**config.mk**
```make
export PLATFORM = sky130hd
export DESIGN_NAME = id_ex_stage
export DESIGN_NICKNAME = d
export VERILOG_FILES = /design/src/rtl/id_ex_stage.sv
export SDC_FILE = /design/constraint.sdc
export NUM_CORES = 1
export LEC_CHECK = 0
export ABC_AREA = 1
export CAP_MARGIN = 20
export CORE_ASPECT_RATIO = 1.25
export CORE_UTILIZATION = 40
export CTS_CLUSTER_SIZE = 40
export DETAILED_ROUTE_END_ITERATION = 10
export PLACE_DENSITY_LB_ADDON = 0.15
export SYNTH_ARGS = -nofsm -noshare
export SYNTH_HDL_FRONTEND = slang
export SYNTH_SLANG_ARGS = --single-unit
```
**constraint.sdc**
```tcl
create_clock -name clk_i -period 2.35 [get_ports clk_i]
set_input_delay 0.3525 -clock clk_i [delete_from_list [all_inputs] [get_ports clk_i]]
set_output_delay 0.3525 -clock clk_i [all_outputs]
set_load 0.005 [all_outputs]
```
**src/rtl/id_ex_stage.sv**
```systemverilog
// ID/EX pipeline register for the RV32I core: captures decoded instructions,
// forwards EX/MEM and MEM/WB results into the ALU operands, and detects load-use hazards.
module id_ex_stage (
  input  logic        clk_i,
  input  logic        rst_n_i,
  input  logic        id_valid_i,
  input  logic [31:0] id_pc_i,
  input  logic [4:0]  id_rs1_i,
  input  logic [4:0]  id_rs2_i,
  input  logic [4:0]  id_rd_i,
  input  logic        id_uses_rs1_i,
  input  logic        id_uses_rs2_i,
  input  logic [31:0] id_rs1_data_i,
  input  logic [31:0] id_rs2_data_i,
  input  logic [31:0] id_imm_i,
  input  logic [3:0]  id_alu_func_i,
  input  logic [1:0]  id_op1_sel_i,
  input  logic        id_op2_sel_i,
  input  logic        id_reg_we_i,
  input  logic        id_mem_rd_i,
  input  logic        id_mem_wr_i,
  input  logic [4:0]  exm_rd_i,
  input  logic        exm_we_i,
  input  logic [31:0] exm_data_i,
  input  logic [4:0]  mwb_rd_i,
  input  logic        mwb_we_i,
  input  logic [31:0] mwb_data_i,
  input  logic        flush_i,
  input  logic        mem_stall_i,
  output logic        id_stall_o,
  output logic        ex_valid_o,
  output logic [31:0] ex_pc_o,
  output logic [31:0] alu_op1_o,
  output logic [31:0] alu_op2_o,
  output logic [3:0]  alu_func_o,
  output logic [31:0] ex_store_data_o,
  output logic [4:0]  ex_rd_o,
  output logic        ex_reg_we_o,
  output logic        ex_mem_rd_o,
  output logic        ex_mem_wr_o
);

  logic        r_valid;
  logic [31:0] r_pc;
  logic [4:0]  r_rs1, r_rs2, r_rd;
  logic [31:0] r_rs1_data, r_rs2_data, r_imm;
  logic [3:0]  r_func;
  logic [1:0]  r_op1_sel;
  logic        r_op2_sel;
  logic        r_reg_we, r_mem_rd, r_mem_wr;

  logic        w_lu;
  logic        w_bubble;
  logic [31:0] w_fwd_rs1, w_fwd_rs2;

  // A load in EX cannot supply its data until MEM/WB, so a dependent decode instruction waits one cycle.
  assign w_lu = r_valid & r_mem_rd & (r_rd != 5'd0) & id_valid_i &
                ((id_uses_rs1_i & (id_rs1_i == r_rd)) |
                 (id_uses_rs2_i & (id_rs2_i == r_rd)));

  assign w_bubble   = flush_i | w_lu;
  assign id_stall_o = mem_stall_i | (w_lu & ~flush_i);

  always_ff @(posedge clk_i or negedge rst_n_i) begin
    if (!rst_n_i) begin
      r_valid    <= 1'b0;
      r_pc       <= '0;
      r_rs1      <= '0;
      r_rs2      <= '0;
      r_rd       <= '0;
      r_rs1_data <= '0;
      r_rs2_data <= '0;
      r_imm      <= '0;
      r_func     <= '0;
      r_op1_sel  <= '0;
      r_op2_sel  <= 1'b0;
      r_reg_we   <= 1'b0;
      r_mem_rd   <= 1'b0;
      r_mem_wr   <= 1'b0;
    end else if (mem_stall_i) begin
      r_valid <= r_valid;
    end else if (w_bubble) begin
      r_valid    <= 1'b0;
      r_pc       <= '0;
      r_rs1      <= '0;
      r_rs2      <= '0;
      r_rd       <= '0;
      r_rs1_data <= '0;
      r_rs2_data <= '0;
      r_imm      <= '0;
      r_func     <= '0;
      r_op1_sel  <= '0;
      r_op2_sel  <= 1'b0;
      r_reg_we   <= 1'b0;
      r_mem_rd   <= 1'b0;
      r_mem_wr   <= 1'b0;
    end else begin
      r_valid    <= id_valid_i;
      r_pc       <= id_pc_i;
      r_rs1      <= id_rs1_i;
      r_rs2      <= id_rs2_i;
      r_rd       <= id_rd_i;
      r_rs1_data <= id_rs1_data_i;
      r_rs2_data <= id_rs2_data_i;
      r_imm      <= id_imm_i;
      r_func     <= id_alu_func_i;
      r_op1_sel  <= id_op1_sel_i;
      r_op2_sel  <= id_op2_sel_i;
      r_reg_we   <= id_reg_we_i;
      r_mem_rd   <= id_mem_rd_i;
      r_mem_wr   <= id_mem_wr_i;
    end
  end

  // EX/MEM is younger than MEM/WB, so it wins; x0 is hardwired and never forwarded.
  always_comb begin
    w_fwd_rs1 = r_rs1_data;
    if (exm_we_i && exm_rd_i != 5'd0 && exm_rd_i == r_rs1)
      w_fwd_rs1 = exm_data_i;
    else if (mwb_we_i && mwb_rd_i != 5'd0 && mwb_rd_i == r_rs1)
      w_fwd_rs1 = mwb_data_i;

    w_fwd_rs2 = r_rs2_data;
    if (exm_we_i && exm_rd_i != 5'd0 && exm_rd_i == r_rs2)
      w_fwd_rs2 = exm_data_i;
    else if (mwb_we_i && mwb_rd_i != 5'd0 && mwb_rd_i == r_rs2)
      w_fwd_rs2 = mwb_data_i;
  end

  always_comb begin
    case (r_op1_sel)
      2'b00:   alu_op1_o = w_fwd_rs1;
      2'b01:   alu_op1_o = r_pc;
      default: alu_op1_o = 32'd0;
    endcase
  end

  assign alu_op2_o       = r_op2_sel ? r_imm : w_fwd_rs2;
  assign ex_store_data_o = w_fwd_rs2;
  assign ex_valid_o      = r_valid;
  assign ex_pc_o         = r_pc;
  assign ex_rd_o         = r_rd;
  assign alu_func_o      = r_valid ? r_func : 4'd0;
  assign ex_reg_we_o     = r_valid & r_reg_we;
  assign ex_mem_rd_o     = r_valid & r_mem_rd;
  assign ex_mem_wr_o     = r_valid & r_mem_wr;

endmodule

```
==> impl_metrics.json <==
{
  "critical_path_sink_type": "primary output",
  "dp.final_hpwl_um": 30100,
  "min-delay-path-class": "input port to flop",
  "grt_max_degree": 92,
  "yosys.area_share.simple_pct": 47.3,
  "report.final.slew_viol_count": 0,
  "initial_utilization_pct": 41.0,
  "crit_slowest_cell": "sky130_fd_sc_hd__dfrtp_1",
  "p_per_area_mw_per_mm2": 502,
  "netlist_top_cells_count": "589 x sky130_fd_sc_hd__nand2_1, 385 x sky130_fd_sc_hd__nand3_1, 234 x sky130_fd_sc_hd__inv_1",
  "pre_cts_slack_ns": -0.552,
  "status": "finished with violations",
  "synth_top_cells_by_area": "sky130_fd_sc_hd__dfrtp_1 36%, sky130_fd_sc_hd__nand2_1 21%, sky130_fd_sc_hd__nand3_1 18%, sky130_fd_sc_hd__inv_1 8.2%, sky130_fd_sc_hd__nor2_1 5.8%",
  "synth_most_common_cell": "sky130_fd_sc_hd__nand2_1",
  "critPathBufInv": 6,
  "synth.area.mux_share_pct": 0,
  "post_synth_inst_count": 1723,
  "crit_path_cell_trace": "xnor2_1, nand3_1, nor2_4, buf_12, nand2_8, buf_12, buf_12, buf_6, buf_6, nand2_4, nand3_2, nand2_1, nand2_1, buf_2",
  "start_kind": "flop",
  "cellLeakagePower_nw": 9.43,
  "cts_tree": "yes",
  "clock.fmax_mhz": 369,
  "global_route_wire_length_before_repair_um": 63700,
  "syn-cell-area_sq_mm": 0.0107,
  "fin_hold_viols": 0,
  "distinct_cells_synth": 28,
  "nNetsFinal": 2339,
  "place.gp.congestion": 0.921,
  "drt.antenna.violating_nets": 0,
  "synth-compound-area-share_pct": 0.560,
  "synth-seq-area-share_pct": 35.9,
  "clk-insertion-delay-late_ns": 0.44,
  "placementRows": 66,
  "fin_setup_tns_ns": -21.91,
  "internal_power_mw": 5.85,
  "synthArstFlopShare_pct": 100,
  "p_sw_share_pct": 31.5,
  "detail_route.first_pass.iterations": 5,
  "grt.total_usage_pct": 30.1,
  "worst_pin_slew_ns": 0.729,
  "timing.max_slew.rel_slack_pct": 51.4,
  "power_frac_clock_pct": 34.7,
  "worst_setup_margin_ns": -0.357,
  "power.sequential.fraction_pct": 35.6,
  "failed_checks": "setup timing",
  "setup_viol": 96,
  "via_count_of_the_first_global_routing_pass": 11636,
  "numCtsBuffers": 17,
  "arrival_time_of_the_worst_setup_path_ns": 2.35,
  "totalPowerFinal_mw": 8.54,
  "vias": 12442,
  "critPathRequiredTime_ns": 2.00,
  "post-synth-top-area-cell": "sky130_fd_sc_hd__dfrtp_1",
  "clock_path_buffers": 2,
  "overflow": 0,
  "clock_sink_count": 154,
  "std_cell_core_area_sq_mm": 0.0262,
  "clockRootBuffer": "sky130_fd_sc_hd__clkbuf_16",
  "total_switching_power_mw": 2.69,
  "syn2layout_area_growth_pct": 58.5,
  "num_io_pins": 378,
  "die_x_extent_um": 148,
  "yosys_warnings": 0,
  "io_buffer_count": 377,
  "drc": 0,
  "critical-path-top-cell-by-count": "sky130_fd_sc_hd__buf_12",
  "detail_route.vias_per_cell": 5.05,
  "detail_route.wl_per_cell_um": 17.5,
  "antenna_found_initial": 6,
  "post-route-period-util_pct": 115,
  "overall_die_area_sq_mm": 0.0275,
  "htree_levels": 4,
  "final_period_minus_worst_setup_slack_ns": 2.71,
  "synth-seq-cells": 154,
  "synthesis.nets": 1959,
  "finalClockSkew_ns": 0.0108,
  "slowest_delay_ns": 0.43,
  "cap_violations": 0,
  "dominant_combinational_cell_family_by_area_after_synthesis": "simple AND/OR/NAND/NOR gates",
  "rsz0062_at_grt": "yes",
  "die-height_um": 185,
  "ir_drop_mv": 0.498,
  "final_layout_size_suffix_gt1_share_pct": 20.7,
  "cp_max_fo": 4,
  "yosys.area_share.adder_pct": 0,
  "detailedRoute.firstIterationViolations": 727,
  "criticalPathCategory": "flop to primary output",
  "timing.critical_path.max_delay_family": "buffers and inverters",
  "synth_xor_area_share_pct": 1.70,
  "synthesis.area_per_instance_sq_um": 6.23,
  "share_comb_of_total_power_pct": 29.8,
  "synthFlopType": "sky130_fd_sc_hd__dfrtp_1",
  "netlist.area_leader.share_pct": 35.9,
  "clkSlewWorstSetupHoldPaths_ns": 0.07,
  "finalWirelength_um": 43100,
  "number_of_flops_mapped_to_enable_cells_by_yosys": 0
}
==> power by group through the flow <==
stage	logic, mW	clock network (mW)	registers, mW
6_report	2.54	2.96	3.04
5_1_grt	2.76	3.10	3.06
4_1_cts	2.35	3.01	3.01
3_5_place_dp	2.36	0	3.05
3_3_place_gp	2.35	0	3.05
2_1_floorplan	0.985	0	3.01
==> layout make-up <==
cell class	count	area [sq um]
fill	2374	9180
multi-input combinational	1215	6410
timing repair buffer	478	4780
sequential	154	3850
inverter	237	895
clock buffer	20	457
tap	340	425
clock inverter	12	161
antenna	6	15.0
==> cells by family (layout without fill, tap and decap cells) <==
| kind of cell | Yosys count | count (layout) |
|---|---|---|
| and+or+nand+nor | 1184 | 1184 |
| buffers and inverters | 354 | 747 |
| DFF | 154 | 154 |
| xor gates and xnor gates | 20 | 20 |
| AOI/OAI and AO/OA | 11 | 11 |
| other | 0 | 6 |
==> flip-flops by register name (all words and copies together), names as in the netlist, 4 cells and up <==
signal	count
r_imm	32
r_func	4
ex_rd_o	5
ex_pc_o	32
r_rs1	5
r_rs2_data	32
r_rs2	5
r_rs1_data	32
==> worst paths after layout <==
kind	cells past startpoint	slack, ns	endpoint	startpoint
worst max-delay path	14	-0.36	alu_op1_o[5]	r_rs1[2]
worst min-delay path	3	0.31	ex_pc_o[18]	mem_stall_i
worst max register to register	10	0.27	r_rs2_data[3]	ex_rd_o[3]
worst min register to register	2	0.47	r_rs1_data[25]	r_rs1_data[25]
max in group asynchronous	3	1.30	r_rs2_data[12]	rst_n_i
min in group asynchronous	2	0.39	ex_rd_o[3]	rst_n_i
==> layout by cell type, fill, tap and decap left out, types with 2 or more instances in the layout <==
cell type                         netlist  routed
sky130_fd_sc_hd__buf_2                 28      21
sky130_fd_sc_hd__a21oi_1                4       4
sky130_fd_sc_hd__o21ai_0                3       3
sky130_fd_sc_hd__nand3_2                2      75
sky130_fd_sc_hd__nand2_4                1      29
sky130_fd_sc_hd__nor2_4                 1       6
sky130_fd_sc_hd__nand3_4                0      18
sky130_fd_sc_hd__buf_6                 22      31
sky130_fd_sc_hd__xnor2_1               11       7
sky130_fd_sc_hd__inv_6                  0       5
sky130_fd_sc_hd__dlygate4sd2_1          0      12
sky130_fd_sc_hd__clkbuf_2               0      49
sky130_fd_sc_hd__xor2_1                 8       6
sky130_fd_sc_hd__buf_12                 0      29
sky130_fd_sc_hd__buf_16                 0       2
sky130_fd_sc_hd__dfrtp_1              154     153
sky130_fd_sc_hd__and2_4                 0      25
sky130_fd_sc_hd__diode_2                0       6
sky130_fd_sc_hd__inv_1                234     233
sky130_fd_sc_hd__nand2_8                0       2
sky130_fd_sc_hd__clkinvlp_4             0       3
sky130_fd_sc_hd__xor2_2                 1       3
sky130_fd_sc_hd__bufinv_16              0       3
sky130_fd_sc_hd__and2_1                32       7
sky130_fd_sc_hd__buf_8                  0       8
sky130_fd_sc_hd__clkbuf_8               0       2
sky130_fd_sc_hd__clkdlybuf4s50_1        0     268
sky130_fd_sc_hd__buf_4                  6      45
sky130_fd_sc_hd__dlymetal6s2s_1         0       9
sky130_fd_sc_hd__inv_2                  3       3
sky130_fd_sc_hd__o22ai_1                2       2
sky130_fd_sc_hd__nand3_1              385     294
sky130_fd_sc_hd__nand2_2                3      47
sky130_fd_sc_hd__nand2_1              589     515
sky130_fd_sc_hd__xnor2_2                0       4
sky130_fd_sc_hd__clkbuf_16              0      20
sky130_fd_sc_hd__nor2_1               165     162
==> worst register-to-register path, cell delays in order (launching register included) <==
cell	delay [ns]
sky130_fd_sc_hd__dfrtp_1	0.46
sky130_fd_sc_hd__inv_1	0.07
sky130_fd_sc_hd__o21ai_0	0.17
sky130_fd_sc_hd__nor2_1	0.07
sky130_fd_sc_hd__nand3_1	0.06
sky130_fd_sc_hd__nand2_1	0.09
sky130_fd_sc_hd__nand2_4	0.09
sky130_fd_sc_hd__buf_4	0.28
sky130_fd_sc_hd__buf_12	0.37
sky130_fd_sc_hd__nand3_1	0.26
sky130_fd_sc_hd__nand2_1	0.11
==> what timing repair did <==
action,CTS,global route
hold buffers,1,0
gates resized for setup,249,353
pin swaps,21,84
hold endpoints to repair,35,0
setup endpoints to repair,97,97
gates cloned,3,4
setup buffers,15,22
==> through the flow <==
stage	util [%]	instances	instance area, sq um	hold slack [ns]
finish	64.9	2462	17000	0.306
global route	64.9	2461	17000	0.307
CTS	61.1	2432	16000	0.284
detailed placement	57.3	2382	15000	0.297
global placement	57.3	2382	15000	0.296
floorplan	-	1723	10700	0.0569
==> metal layers <==
layer | wire length (um) | global-route usage [%] | up-vias | share of wire [%]
li1 | - | - | 6030 | -
met1 | 17200 | 38.2 | 5759 | 40
met2 | 20900 | 49.1 | 544 | 48
met3 | 3320 | 6.26 | 109 | 7.7
met4 | 1760 | 13.6 | 0 | 4.1
met5 | 0 | 0 | - | 0
Note: power is estimated with default switching activity, not from simulation.
